`src/rtl/picomem_wb_bridge_pkg.sv`:
```
// Shared types and constants for the PicoMem-to-Wishbone bridge on the 0xC000_0000 window.
package picomem_wb_bridge_pkg;

   typedef enum logic [1:0] {
      StIdle = 2'd0,
      StBus  = 2'd1,
      StDone = 2'd2
   } bridge_state_e;

   localparam logic [31:0] DEFAULT_ERR_RDATA = 32'hDEAD_BEEF;

   // Window-select bits are stripped; the same mask defines the PicoMem mux windows.
   localparam logic [31:0] PICOMEM_WINDOW_MASK = 32'h0FFF_FFFF;

endpackage

```
`src/rtl/picomem_wb_bridge_if.sv`:
```
// PicoMem slave-side request/response signals and classic Wishbone master signals.
interface picomem_wb_bridge_if;

   logic        mem_s_valid;
   logic        mem_s_ready;
   logic [31:0] mem_s_addr;
   logic [31:0] mem_s_wdata;
   logic [3:0]  mem_s_wstrb;
   logic [31:0] mem_s_rdata;

   logic        wb_cyc_o;
   logic        wb_stb_o;
   logic        wb_we_o;
   logic [31:0] wb_adr_o;
   logic [3:0]  wb_sel_o;
   logic [31:0] wb_dat_o;
   logic [31:0] wb_dat_i;
   logic        wb_ack_i;
   logic        wb_err_i;

   modport mem_slave (
      input  mem_s_valid, mem_s_addr, mem_s_wdata, mem_s_wstrb,
      output mem_s_ready, mem_s_rdata
   );

   modport mem_master (
      output mem_s_valid, mem_s_addr, mem_s_wdata, mem_s_wstrb,
      input  mem_s_ready, mem_s_rdata
   );

   modport wb_master (
      output wb_cyc_o, wb_stb_o, wb_we_o, wb_adr_o, wb_sel_o, wb_dat_o,
      input  wb_dat_i, wb_ack_i, wb_err_i
   );

   modport wb_slave (
      input  wb_cyc_o, wb_stb_o, wb_we_o, wb_adr_o, wb_sel_o, wb_dat_o,
      output wb_dat_i, wb_ack_i, wb_err_i
   );

endinterface

```
`src/rtl/picomem_wb_timeout.sv`:
```
// Bus timeout down-counter: loads TIMEOUT_CYCLES-1, counts down while enabled,
// flags expiry at zero.
module picomem_wb_timeout #(
   parameter int unsigned TIMEOUT_CYCLES = 256
) (
   input  logic clk,
   input  logic reset,
   input  logic i_clr,
   input  logic i_load,
   input  logic i_en,
   output logic o_expired
);

   localparam int unsigned CNT_W = (TIMEOUT_CYCLES > 2) ? $clog2(TIMEOUT_CYCLES) : 1;
   localparam logic [CNT_W-1:0] LOAD_VAL = CNT_W'(TIMEOUT_CYCLES - 1);

   logic [CNT_W-1:0] r_cnt;

   always_ff @(posedge clk or posedge reset) begin
      if (reset) begin
         r_cnt <= '0;
      end else if (i_clr) begin
         r_cnt <= '0;
      end else if (i_load) begin
         r_cnt <= LOAD_VAL;
      end else if (i_en && (r_cnt != '0)) begin
         r_cnt <= r_cnt - CNT_W'(1);
      end
   end

   assign o_expired = (r_cnt == '0);

endmodule

```
`src/rtl/picomem_wb_bridge.sv`:
```
// PicoMem slave to classic Wishbone B4 master with timeout, error reporting and
// a saturating error counter. All outputs are registered.
module picomem_wb_bridge
   import picomem_wb_bridge_pkg::*;
#(
   parameter int unsigned TIMEOUT_CYCLES = 256,
   parameter logic [31:0] ADDR_MASK      = PICOMEM_WINDOW_MASK,
   parameter logic [31:0] ERR_RDATA      = DEFAULT_ERR_RDATA
) (
   input  logic                       clk,
   input  logic                       reset,
   picomem_wb_bridge_if.mem_slave     mem,
   picomem_wb_bridge_if.wb_master     wb,
   output logic                       bus_error,
   output logic [7:0]                 error_count
);

   bridge_state_e r_state, w_state_nxt;

   logic        r_cyc,     w_cyc_nxt;
   logic        r_we,      w_we_nxt;
   logic [31:0] r_adr,     w_adr_nxt;
   logic [3:0]  r_sel,     w_sel_nxt;
   logic [31:0] r_dat,     w_dat_nxt;
   logic        r_ready,   w_ready_nxt;
   logic [31:0] r_rdata,   w_rdata_nxt;
   logic        r_bus_err, w_bus_err_nxt;
   logic [7:0]  r_err_cnt, w_err_cnt_nxt;

   logic w_to_clr;
   logic w_to_load;
   logic w_to_en;
   logic w_expired;

   picomem_wb_timeout #(
      .TIMEOUT_CYCLES (TIMEOUT_CYCLES)
   ) u_timeout (
      .clk       (clk),
      .reset     (reset),
      .i_clr     (w_to_clr),
      .i_load    (w_to_load),
      .i_en      (w_to_en),
      .o_expired (w_expired)
   );

   always_comb begin
      w_state_nxt   = r_state;
      w_cyc_nxt     = r_cyc;
      w_we_nxt      = r_we;
      w_adr_nxt     = r_adr;
      w_sel_nxt     = r_sel;
      w_dat_nxt     = r_dat;
      w_ready_nxt   = 1'b0;
      w_rdata_nxt   = r_rdata;
      w_bus_err_nxt = 1'b0;
      w_to_clr      = 1'b0;
      w_to_load     = 1'b0;
      w_to_en       = 1'b0;

      unique case (r_state)
         StIdle: begin
            if (mem.mem_s_valid) begin
               w_state_nxt = StBus;
               w_cyc_nxt   = 1'b1;
               w_we_nxt    = |mem.mem_s_wstrb;
               w_sel_nxt   = (|mem.mem_s_wstrb) ? mem.mem_s_wstrb : 4'hF;
               w_adr_nxt   = mem.mem_s_addr & ADDR_MASK;
               w_dat_nxt   = mem.mem_s_wdata;
               w_to_load   = 1'b1;
            end
         end
         StBus: begin
            w_to_en = 1'b1;
            // err beats ack, and ack beats an expiry on the same edge
            if (wb.wb_err_i || (!wb.wb_ack_i && w_expired)) begin
               w_state_nxt   = StDone;
               w_cyc_nxt     = 1'b0;
               w_ready_nxt   = 1'b1;
               w_rdata_nxt   = r_we ? 32'h0 : ERR_RDATA;
               w_bus_err_nxt = 1'b1;
               w_to_clr      = 1'b1;
            end else if (wb.wb_ack_i) begin
               w_state_nxt = StDone;
               w_cyc_nxt   = 1'b0;
               w_ready_nxt = 1'b1;
               w_rdata_nxt = r_we ? 32'h0 : wb.wb_dat_i;
               w_to_clr    = 1'b1;
            end
         end
         StDone: begin
            // valid is ignored here so a late-dropping master cannot relaunch
            w_state_nxt = StIdle;
            w_rdata_nxt = 32'h0;
         end
         default: begin
            w_state_nxt = StIdle;
            w_cyc_nxt   = 1'b0;
            w_rdata_nxt = 32'h0;
         end
      endcase

      w_err_cnt_nxt = r_err_cnt;
      if (w_bus_err_nxt && (r_err_cnt != 8'hFF)) begin
         w_err_cnt_nxt = r_err_cnt + 8'd1;
      end
   end

   always_ff @(posedge clk or posedge reset) begin
      if (reset) begin
         r_state   <= StIdle;
         r_cyc     <= 1'b0;
         r_we      <= 1'b0;
         r_adr     <= 32'h0;
         r_sel     <= 4'h0;
         r_dat     <= 32'h0;
         r_ready   <= 1'b0;
         r_rdata   <= 32'h0;
         r_bus_err <= 1'b0;
         r_err_cnt <= 8'h0;
      end else begin
         r_state   <= w_state_nxt;
         r_cyc     <= w_cyc_nxt;
         r_we      <= w_we_nxt;
         r_adr     <= w_adr_nxt;
         r_sel     <= w_sel_nxt;
         r_dat     <= w_dat_nxt;
         r_ready   <= w_ready_nxt;
         r_rdata   <= w_rdata_nxt;
         r_bus_err <= w_bus_err_nxt;
         r_err_cnt <= w_err_cnt_nxt;
      end
   end

   assign wb.wb_cyc_o    = r_cyc;
   assign wb.wb_stb_o    = r_cyc;
   assign wb.wb_we_o     = r_we;
   assign wb.wb_adr_o    = r_adr;
   assign wb.wb_sel_o    = r_sel;
   assign wb.wb_dat_o    = r_dat;
   assign mem.mem_s_ready = r_ready;
   assign mem.mem_s_rdata = r_rdata;
   assign bus_error      = r_bus_err;
   assign error_count    = r_err_cnt;

endmodule

```
`src/flat_wrapper.sv`:
```
// flat-port wrapper written by rule: the top's interface ports become plain ports
module picomem_wb_bridge_flat import picomem_wb_bridge_pkg::*;
#(
   parameter int unsigned TIMEOUT_CYCLES = 256,
   parameter logic [31:0] ADDR_MASK      = PICOMEM_WINDOW_MASK,
   parameter logic [31:0] ERR_RDATA      = DEFAULT_ERR_RDATA
)
  (clk, reset, bus_error, error_count, mem_mem_s_valid, mem_mem_s_addr, mem_mem_s_wdata, mem_mem_s_wstrb, mem_mem_s_ready, mem_mem_s_rdata, wb_wb_cyc_o, wb_wb_stb_o, wb_wb_we_o, wb_wb_adr_o, wb_wb_sel_o, wb_wb_dat_o, wb_wb_dat_i, wb_wb_ack_i, wb_wb_err_i);
  picomem_wb_bridge_if mem_i ();
  picomem_wb_bridge_if wb_i ();
  input  logic clk;
  input  logic reset;
  output logic bus_error;
  output logic [7:0] error_count;
  input wire logic [$bits(mem_i.mem_s_valid)-1:0] mem_mem_s_valid;
  input wire logic [$bits(mem_i.mem_s_addr)-1:0] mem_mem_s_addr;
  input wire logic [$bits(mem_i.mem_s_wdata)-1:0] mem_mem_s_wdata;
  input wire logic [$bits(mem_i.mem_s_wstrb)-1:0] mem_mem_s_wstrb;
  output wire logic [$bits(mem_i.mem_s_ready)-1:0] mem_mem_s_ready;
  output wire logic [$bits(mem_i.mem_s_rdata)-1:0] mem_mem_s_rdata;
  output wire logic [$bits(wb_i.wb_cyc_o)-1:0] wb_wb_cyc_o;
  output wire logic [$bits(wb_i.wb_stb_o)-1:0] wb_wb_stb_o;
  output wire logic [$bits(wb_i.wb_we_o)-1:0] wb_wb_we_o;
  output wire logic [$bits(wb_i.wb_adr_o)-1:0] wb_wb_adr_o;
  output wire logic [$bits(wb_i.wb_sel_o)-1:0] wb_wb_sel_o;
  output wire logic [$bits(wb_i.wb_dat_o)-1:0] wb_wb_dat_o;
  input wire logic [$bits(wb_i.wb_dat_i)-1:0] wb_wb_dat_i;
  input wire logic [$bits(wb_i.wb_ack_i)-1:0] wb_wb_ack_i;
  input wire logic [$bits(wb_i.wb_err_i)-1:0] wb_wb_err_i;
  assign mem_i.mem_s_valid = mem_mem_s_valid;
  assign mem_i.mem_s_addr = mem_mem_s_addr;
  assign mem_i.mem_s_wdata = mem_mem_s_wdata;
  assign mem_i.mem_s_wstrb = mem_mem_s_wstrb;
  assign mem_mem_s_ready = mem_i.mem_s_ready;
  assign mem_mem_s_rdata = mem_i.mem_s_rdata;
  assign wb_wb_cyc_o = wb_i.wb_cyc_o;
  assign wb_wb_stb_o = wb_i.wb_stb_o;
  assign wb_wb_we_o = wb_i.wb_we_o;
  assign wb_wb_adr_o = wb_i.wb_adr_o;
  assign wb_wb_sel_o = wb_i.wb_sel_o;
  assign wb_wb_dat_o = wb_i.wb_dat_o;
  assign wb_i.wb_dat_i = wb_wb_dat_i;
  assign wb_i.wb_ack_i = wb_wb_ack_i;
  assign wb_i.wb_err_i = wb_wb_err_i;
  picomem_wb_bridge #(.TIMEOUT_CYCLES(TIMEOUT_CYCLES), .ADDR_MASK(ADDR_MASK), .ERR_RDATA(ERR_RDATA)) u_core (.clk(clk), .reset(reset), .mem(mem_i), .wb(wb_i), .bus_error(bus_error), .error_count(error_count));
endmodule
```
`config.mk`:
```
export PLATFORM = sky130hd
export DESIGN_NAME = picomem_wb_bridge_flat
export DESIGN_NICKNAME = d
export VERILOG_FILES = /design/src/rtl/picomem_wb_bridge_pkg.sv /design/src/rtl/picomem_wb_bridge_if.sv /design/src/rtl/picomem_wb_timeout.sv /design/src/rtl/picomem_wb_bridge.sv /design/src/flat_wrapper.sv
export SDC_FILE = /design/constraint.sdc
export NUM_CORES = 1
export LEC_CHECK = 0
export BUFFER_PORTS_ARGS = -buffer_cell sky130_fd_sc_hd__buf_4
export CORE_UTILIZATION = 42
export DETAILED_ROUTE_END_ITERATION = 10
export PLACE_DENSITY = 0.76
export SLEW_MARGIN = 5
export SYNTH_ARGS = -nofsm -noshare
export SYNTH_HDL_FRONTEND = slang
export SYNTH_SLANG_ARGS = --single-unit
```
`constraint.sdc`:
```
create_clock -name clk -period 3.8 [get_ports clk]
set_clock_uncertainty 0.1 [all_clocks]
set_input_delay 0.76 -clock clk [delete_from_list [all_inputs] [get_ports clk]]
set_output_delay 0.76 -clock clk [all_outputs]
set_load 0.01 [all_outputs]
```
* Word level (Yosys, flattened, before mapping) *
Index checks and enable logic that the tools add are counted.

storage, ports and cells
  word-level logic and storage cells = 59
  output and inout port bits = 113
  register bits = 118

operators by class
  reductions and logical operators = 14
  add/sub/neg operators = 2
  bitwise logic cells = 2
  equality and inequality tests = 5
  mux-type cells = 25

operators with widths
  operator               number
  $mux W32               4
  $pmux W32 S2           1
  $mux W8                3
  $mux W1                11
  $add A8 B1 Y8 const B  1
  $logic_not A8 Y1       1
  $ne A8 B8 Y1 const B   1
  $reduce_bool A8 Y1     1
  $sub A8 B1 Y8 const B  1
  $mux W2                3
  $reduce_and A2 Y1      3
  $mux W4                1
  $pmux W2 S2            1
  $reduce_or A4 Y1       1
  $logic_and A1 B1 Y1    3
  $ne A3 B2 Y1 const B   1
  $pmux W1 S3            1
  $reduce_and A3 Y1      1
  $reduce_bool A3 Y1     1
  $eq A2 B1 Y1 const B   1
  $eq A2 B2 Y1 const B   1
  $logic_not A2 Y1       1
  $ne A2 B2 Y1 const B   1
  $not A1 Y1             2
  other kinds (2)        2

* Longest topological paths before layout *
Gate-level depths: netlist (run 1).

  word-level depth = 6
  mapped depth = 8
  depth with buffers taken out = 6

* Cells and area by module *
From an unflattened synthesis (run 1), not the netlist that was laid out.

second synthesis, totals
  cells, all modules = 396
  area total of the unflattened synthesis = 4912.2 sq um

by module, submodules not included
  module              cells an instance  sequential area each (sq um)  times used  area an instance (sq um)
  picomem_wb_bridge   339                2752.6                        1           4349.2
  picomem_wb_timeout  57                 200.2                         1           563.0

* Worst setup path after synthesis (run 1) *
No wires, ideal clock.

  kind = reg2reg
  start = register u_core.u_timeout.r_cnt[0]
  end = register u_core.r_err_cnt[1] (netlist: u_core.error_count[1])
  data required time = 3572 ps
  stages on the path, launching flop included = 8
  library setup time = 128 ps
  clock period less this slack = 2260 ps
  setup slack = 1540 ps
  arrival = 2033 ps
  path through = dfrtp_1 inv_1 ha_1 or4b_1 buf_2 o31ai_4 and3_1 mux2_1

between the ends
  cells in the longest elaborated chain, start to end = 6

ends and longest elaborated chain
  item                    line                      RTL
  start, declared         picomem_wb_timeout.sv:17  logic [CNT_W-1:0] r_cnt;
  start signal, assigned  picomem_wb_timeout.sv:27  r_cnt <= r_cnt - CNT_W'(1);
  $logic_not A8 Y1        picomem_wb_timeout.sv:31  assign o_expired = (r_cnt == '0);
  $logic_and A1 B1 Y1     picomem_wb_bridge.sv:75   if (wb.wb_err_i || (!wb.wb_ack_i && w_expired)) begin
  $logic_or A1 B1 Y1      picomem_wb_bridge.sv:75
  $mux W1                 picomem_wb_bridge.sv:75
  $mux W1                 picomem_wb_bridge.sv:60   unique case (r_state)
  $logic_and A1 B1 Y1     picomem_wb_bridge.sv:103  if (w_bus_err_nxt && (r_err_cnt != 8'hFF)) begin
  end signal, assigned    picomem_wb_bridge.sv:130  r_err_cnt <= w_err_cnt_nxt;
  end, declared           picomem_wb_bridge.sv:28   logic [7:0] r_err_cnt, w_err_cnt_nxt;

Every way passes these cells.
A chain may end at the register's enable or synchronous reset.

* Final worst setup path (run 1) *
Same ends and word-level chain as after synthesis.

==> flow_summary.json, run 1 <==
{
  "status": "finished, final reports clean",
  "track_usage_pct": 20.5,
  "fmax_mhz": 370,
  "synth_warnings": 0,
  "tns_ns": 0,
  "ys_seq_area_share_pct": 61.7,
  "place_hpwl_um": 8160,
  "yosys.area_share.simple_pct": 7.79,
  "r2r-end": "u_core.error_count[1]",
  "gr-total-overflow": 0,
  "p_seq_share_pct": 40.0,
  "maxCapViolations": 0,
  "comb_power_share_pct": 29.6,
  "start_util_pct": 43.6,
  "fin_cells": 728,
  "synth_most_common_cell": "dfrtp_1",
  "synth-compound-area-share_pct": 11.2,
  "synth_cells": 363,
  "met1_length_um": 4610,
  "yosys.area_share.adder_pct": 0.523,
  "finalSetupViolCount": 0,
  "wl_met2_um": 5660,
  "synth_edf_count": 0,
  "drc_errors": 0,
  "first_global_vias": 3713,
  "async_flop_share_pct": 100,
  "synth_top_family_by_area": "multiplexers",
  "syn_to_final_growth_pct": 46.7,
  "clockPowerShare_pct": 30.5,
  "maxSlewHeadroom_pct": 36.5,
  "synth.largest_area_cell": "dfrtp_1",
  "finalHoldViolCount": 0,
  "cts_tree": "yes",
  "ctsHtreeMaxLevel": 4,
  "antenna_found_initial": 0,
  "dr_wl_met3_um": 1080,
  "clock_latency_ns": 0.40,
  "synth_area_leaders": "dfrtp_1, mux2_2, o2bb2ai_1",
  "switchingPower_uw": 1420,
  "post-route-min-period_ns": 2.71,
  "rsz0062_at_grt": "no",
  "hold_depth": 1,
  "die_height_um": 109,
  "slowest_delay_ns": 0.61,
  "nNetsFinal": 682,
  "r2r_start": "u_core.u_timeout.r_cnt[0]",
  "cts_resized": 0,
  "tightest_slew_ns": 0.951,
  "dr.pass1.iters": 4,
  "cp-start-kind": "register",
  "period_share_pct": 71.2,
  "slew_violations": 0,
  "intPower_uw": 3210,
  "synth_xor_area_share_pct": 0.916,
  "crit_path_start": "u_core.u_timeout.r_cnt[0]",
  "numCtsBuffers": 17,
  "synth_flop_cell": "dfrtp_1",
  "syn_area_um2": 4780,
  "regToRegSetupSlack_ns": 1.09,
  "gp_congestion": 0.816,
  "synth_top_area_share_pct": 61.7,
  "core_area_um2": 11000,
  "slowest_stage": "or4b_1",
  "grt_max_degree": 80,
  "totalWireLength_um": 11500,
  "p_leak_uw": 0.00333,
  "synth_mux_area_share_pct": 14.6,
  "endpoint": "u_core.error_count[1]",
  "arrival_ns": 2.88,
  "worst-r2r-cell-count": 7,
  "hold_class": "register to register",
  "cts_root_buf": "clkbuf_16",
  "layout-drive-gt1-share_pct": 53.1,
  "io_pins": 218,
  "highest-signal-layer": "met4",
  "viasPerCell": 5.11,
  "drtAntennaViolNets": 0,
  "drt-initial-drc-count": 246,
  "num_rows": 38,
  "vias": 3720,
  "powerDensity_nw_per_um2": 660,
  "crit_chain": "inv_1 > ha_1 > or4b_1 > o31ai_4 > buf_4 > and3_1 > mux2_1",
  "hold_buffers": 0,
  "synth_common_cells": "dfrtp_1, mux2_2, nor2_1",
  "avgRoutedWirePerCell_um": 15.8,
  "peakVddDrop_v": 0.000373,
  "path_max_fanout": 33,
  "dp_cells": 696,
  "clk_path_buf_depth": 2,
  "critPathCaptureType": "register",
  "cp_data_required_time_ns": 3.98,
  "cts.sinks": 118,
  "fillers": 836,
  "worstSetupPathType": "register to register",
  "num_antenna_cells": 0,
  "die_x_um": 109,
  "synth-seq-cells": 118,
  "swShare_pct": 30.7,
  "postCtsSetupRepairBufs": 0,
  "numPortBuffers": 209,
  "avgSynthCellArea_um2": 13.2,
  "grt_pass1_wl_um": 18300,
  "yosysUniqueCellTypes": 44,
  "die-area_um2": 11800,
  "clk_pin_slew_ns": 0.05
}
-- final cells by class --
class	instances	area, µm²	share of cell area [%]
inverters	7	30.0	0.428
clock inverters	15	109	1.55
multi-input cells	217	1700	24.2
flip-flops and latches	118	2950	42.1
clock buffers	17	425	6.06
well taps	140	175	2.50
repair buffers	214	1630	23.2
-- worst max-delay path: cells and delay by family (launching register included) --
family | cells | cell delay [ns]
AO/OA/AOI/OAI | 1 | 0.25
adder cells (fa/ha/maj) | 1 | 0.19
buffers and inverters | 2 | 0.42
flip-flops | 1 | 0.42
multiplexers | 1 | 0.33
AND/OR/NAND/NOR | 2 | 0.87
-- cells by family after synthesis --
group	after synthesis
XOR/XNOR	5
buffers and inverters	31
adder cells (fa/ha/maj)	2
flip-flops	118
AND/OR/NAND/NOR	76
AO/OA/AOI/OAI	68
other	1
multiplexers	62
-- routing by layer --
metal | vias to the layer above | GRT usage [%]
met5 | - | 0
met4 | 0 | 8.49
met3 | 18 | 8.67
met2 | 179 | 33.3
met1 | 1794 | 23.9
li1 | 1729 | -
-- placed cells by master (no fill, tap or decap), types with 4 or more instances in the layout --
cell,n
buf_4,212
dfrtp_1,118
mux2_2,60
nor2_1,36
o2bb2ai_1,23
clkbuf_16,17
a21oi_1,10
nor3_1,8
a22o_1,8
o21ai_0,7
clkinvlp_4,7
inv_1,6
nand3_1,5
a31oi_1,5
and2_1,4
xnor2_1,4
conb_1,4
clkinv_2,4
-- through the flow --
step	utilization, %	hold slack [ns]	worst slack, ns	power [µW]	instance area (µm²)
after floorplan	-	0.377	1.50	2520	4800
after global placement	59.0	0.374	1.18	3200	6480
after detailed placement	59.0	0.377	1.10	3250	6480
after global routing	63.9	0.415	0.906	4890	7020
after CTS	63.9	0.391	1.08	4690	7020
final	63.9	0.391	1.09	4640	7020
-- power groups by stage --
stage                     Clock (µW)  Combinational (µW)  Sequential, µW
after CTS                       1440                1390            1860
after global routing            1510                1470            1910
after detailed placement           0                1390            1870
after floorplan                    0                 542            1980
final                           1410                1370            1850
after global placement             0                1350            1850
-- registers in the layout, indices dropped and copies added (netlist names), 2 cells and up --
register / cells
u_core.wb.wb_adr_o: 28
u_core.wb.wb_dat_o: 32
u_core.mem.mem_s_rdata: 32
u_core.u_timeout.r_cnt: 8
u_core.error_count: 8
u_core.r_state: 2
u_core.wb.wb_sel_o: 4
-- how the worst min path moves through the flow --
stage	from	end
after global routing	u_core.mem.mem_s_rdata[18]	u_core.mem.mem_s_rdata[18]
after CTS	u_core.mem.mem_s_rdata[6]	u_core.mem.mem_s_rdata[6]
after global placement	u_core.mem.mem_s_rdata[15]	u_core.mem.mem_s_rdata[15]
after detailed placement	u_core.mem.mem_s_rdata[30]	u_core.mem.mem_s_rdata[30]
after floorplan	u_core.u_timeout.r_cnt[7]	u_core.u_timeout.r_cnt[7]
final	u_core.mem.mem_s_rdata[0]	u_core.mem.mem_s_rdata[0]
Note: power is estimated with default switching activity, not from simulation.
==> inputs of run 2 (changes only) <==
CORE_UTILIZATION = 47   (was 42)
PLACE_DENSITY = 0.8   (was 0.76)
clock period = 2.65 ns   (was 3.8 ns; I/O delays follow)
==> run 2 against run 1 <==
Effect of this change:
- first-iteration DRC count down 64%
- setup slack worse by 0.87 ns
- clock-buffer cell count up 4
- die area down 10%
- sequential power up 43%
- register-to-register slack worse by 0.87 ns
- wire length down 0.95%
- critical path type unchanged
- highest routed layer unchanged
- fmax up 12%
==> flow_summary.json, run 2 (synthesized netlist as in run 1, its figures left out) <==
{
  "status": "finished, final reports clean",
  "rsz0062_at_grt": "no",
  "numPortBuffers": 209,
  "finalHoldViolCount": 0,
  "postCtsSetupRepairBufs": 0,
  "clk_pin_slew_ns": 0.05,
  "antenna_found_initial": 0,
  "ctsHtreeMaxLevel": 4,
  "cts_resized": 0,
  "core_area_um2": 9820,
  "hold_class": "input port to register",
  "start_util_pct": 48.7,
  "path_max_fanout": 6,
  "clk_path_buf_depth": 2,
  "hold_buffers": 1,
  "viasPerCell": 5.17,
  "dr.pass1.iters": 5,
  "vias": 3751,
  "die_height_um": 103,
  "powerDensity_nw_per_um2": 975,
  "p_leak_uw": 0.00341,
  "syn_to_final_growth_pct": 49.2,
  "cts_tree": "yes",
  "peakVddDrop_v": 0.000693,
  "place_hpwl_um": 8060,
  "dp_cells": 694,
  "post-route-min-period_ns": 2.42,
  "fin_cells": 725,
  "avgRoutedWirePerCell_um": 15.8,
  "first_global_vias": 3629,
  "die_x_um": 103,
  "grt_max_degree": 62,
  "nNetsFinal": 688,
  "drt-initial-drc-count": 89,
  "tns_ns": 0,
  "drc_errors": 0,
  "finalSetupViolCount": 0,
  "critPathCaptureType": "register",
  "period_share_pct": 91.4,
  "clock_latency_ns": 0.51,
  "slew_violations": 0,
  "gr-total-overflow": 0,
  "grt_pass1_wl_um": 17100,
  "cp_data_required_time_ns": 2.93,
  "maxCapViolations": 0,
  "fillers": 680,
  "worstSetupPathType": "register to register",
  "gp_congestion": 0.810,
  "io_pins": 218,
  "layout-drive-gt1-share_pct": 52.9,
  "cts.sinks": 118,
  "final_common_cell": "buf_4",
  "power_uw": 6960,
  "numCtsBuffers": 17,
  "cts_root_buf": "clkbuf_8",
  "num_antenna_cells": 0,
  "num_rows": 36,
  "utilization_pct": 72.7,
  "fmax_mhz": 413,
  "die-area_um2": 10600,
  "totalWireLength_um": 11400,
  "drtAntennaViolNets": 0,
  "arrival_ns": 2.70,
  "cp-start-kind": "register",
  "final_cell_mix": "buf_4, dfrtp_1, mux2_2",
  "track_usage_pct": 21.6
}
[run 2: per-layer routing]
metal	track usage, %	wire [µm]
met5	0	0
met3	10.9	1200
met1	23.6	4410
met4	7.58	106
met2	36.2	5710
[run 2: worst paths after layout]
kind | start | endpoint | slack, ns | cells past startpoint
min | wb_wb_dat_i[24] | u_core.mem.mem_s_rdata[24] | 0.14 | 2
min in group asynchronous | reset | u_core.wb.wb_dat_o[3] | 0.49 | 3
max | u_core.u_timeout.r_cnt[0] | u_core.error_count[1] | 0.23 | 6
max in group asynchronous | reset | u_core.wb.wb_dat_o[12] | 1.32 | 4
min reg2reg | u_core.mem.mem_s_rdata[28] | u_core.mem.mem_s_rdata[28] | 0.39 | 1
max reg2reg | u_core.u_timeout.r_cnt[0] | u_core.error_count[1] | 0.23 | 6
[run 2: area by class of cell]
class	count	area, µm²	share of cell area, %
clock buffer	21	449	6.29
sequential	118	2950	41.4
multi-input combinational	217	1700	23.8
tap	133	166	2.33
timing repair buffer	220	1690	23.7
clock inverter	9	151	2.12
inverter	7	30.0	0.421
[run 2: through the flow]
stage	setup slack, ns	hold slack, ns	cell area [µm²]
global placement	0.297	0.372	6530
floorplan	0.390	0.377	4800
global route	0.135	0.124	7140
finish	0.227	0.143	7140
CTS	0.243	0.123	7140
detailed placement	0.261	0.375	6530
[run 2: report_power, final]
group	internal (µW)	switching [µW]	total (µW)
sequential	2310	345	2650
combinational	1120	875	2000
clock	1560	751	2310
[run 2: critical path, stage by stage (launching register included)]
cell,delay (ns)
dfrtp_1,0.41
inv_1,0.07
ha_1,0.19
or4b_1,0.63
o31ai_4,0.32
and3_1,0.24
mux2_1,0.33
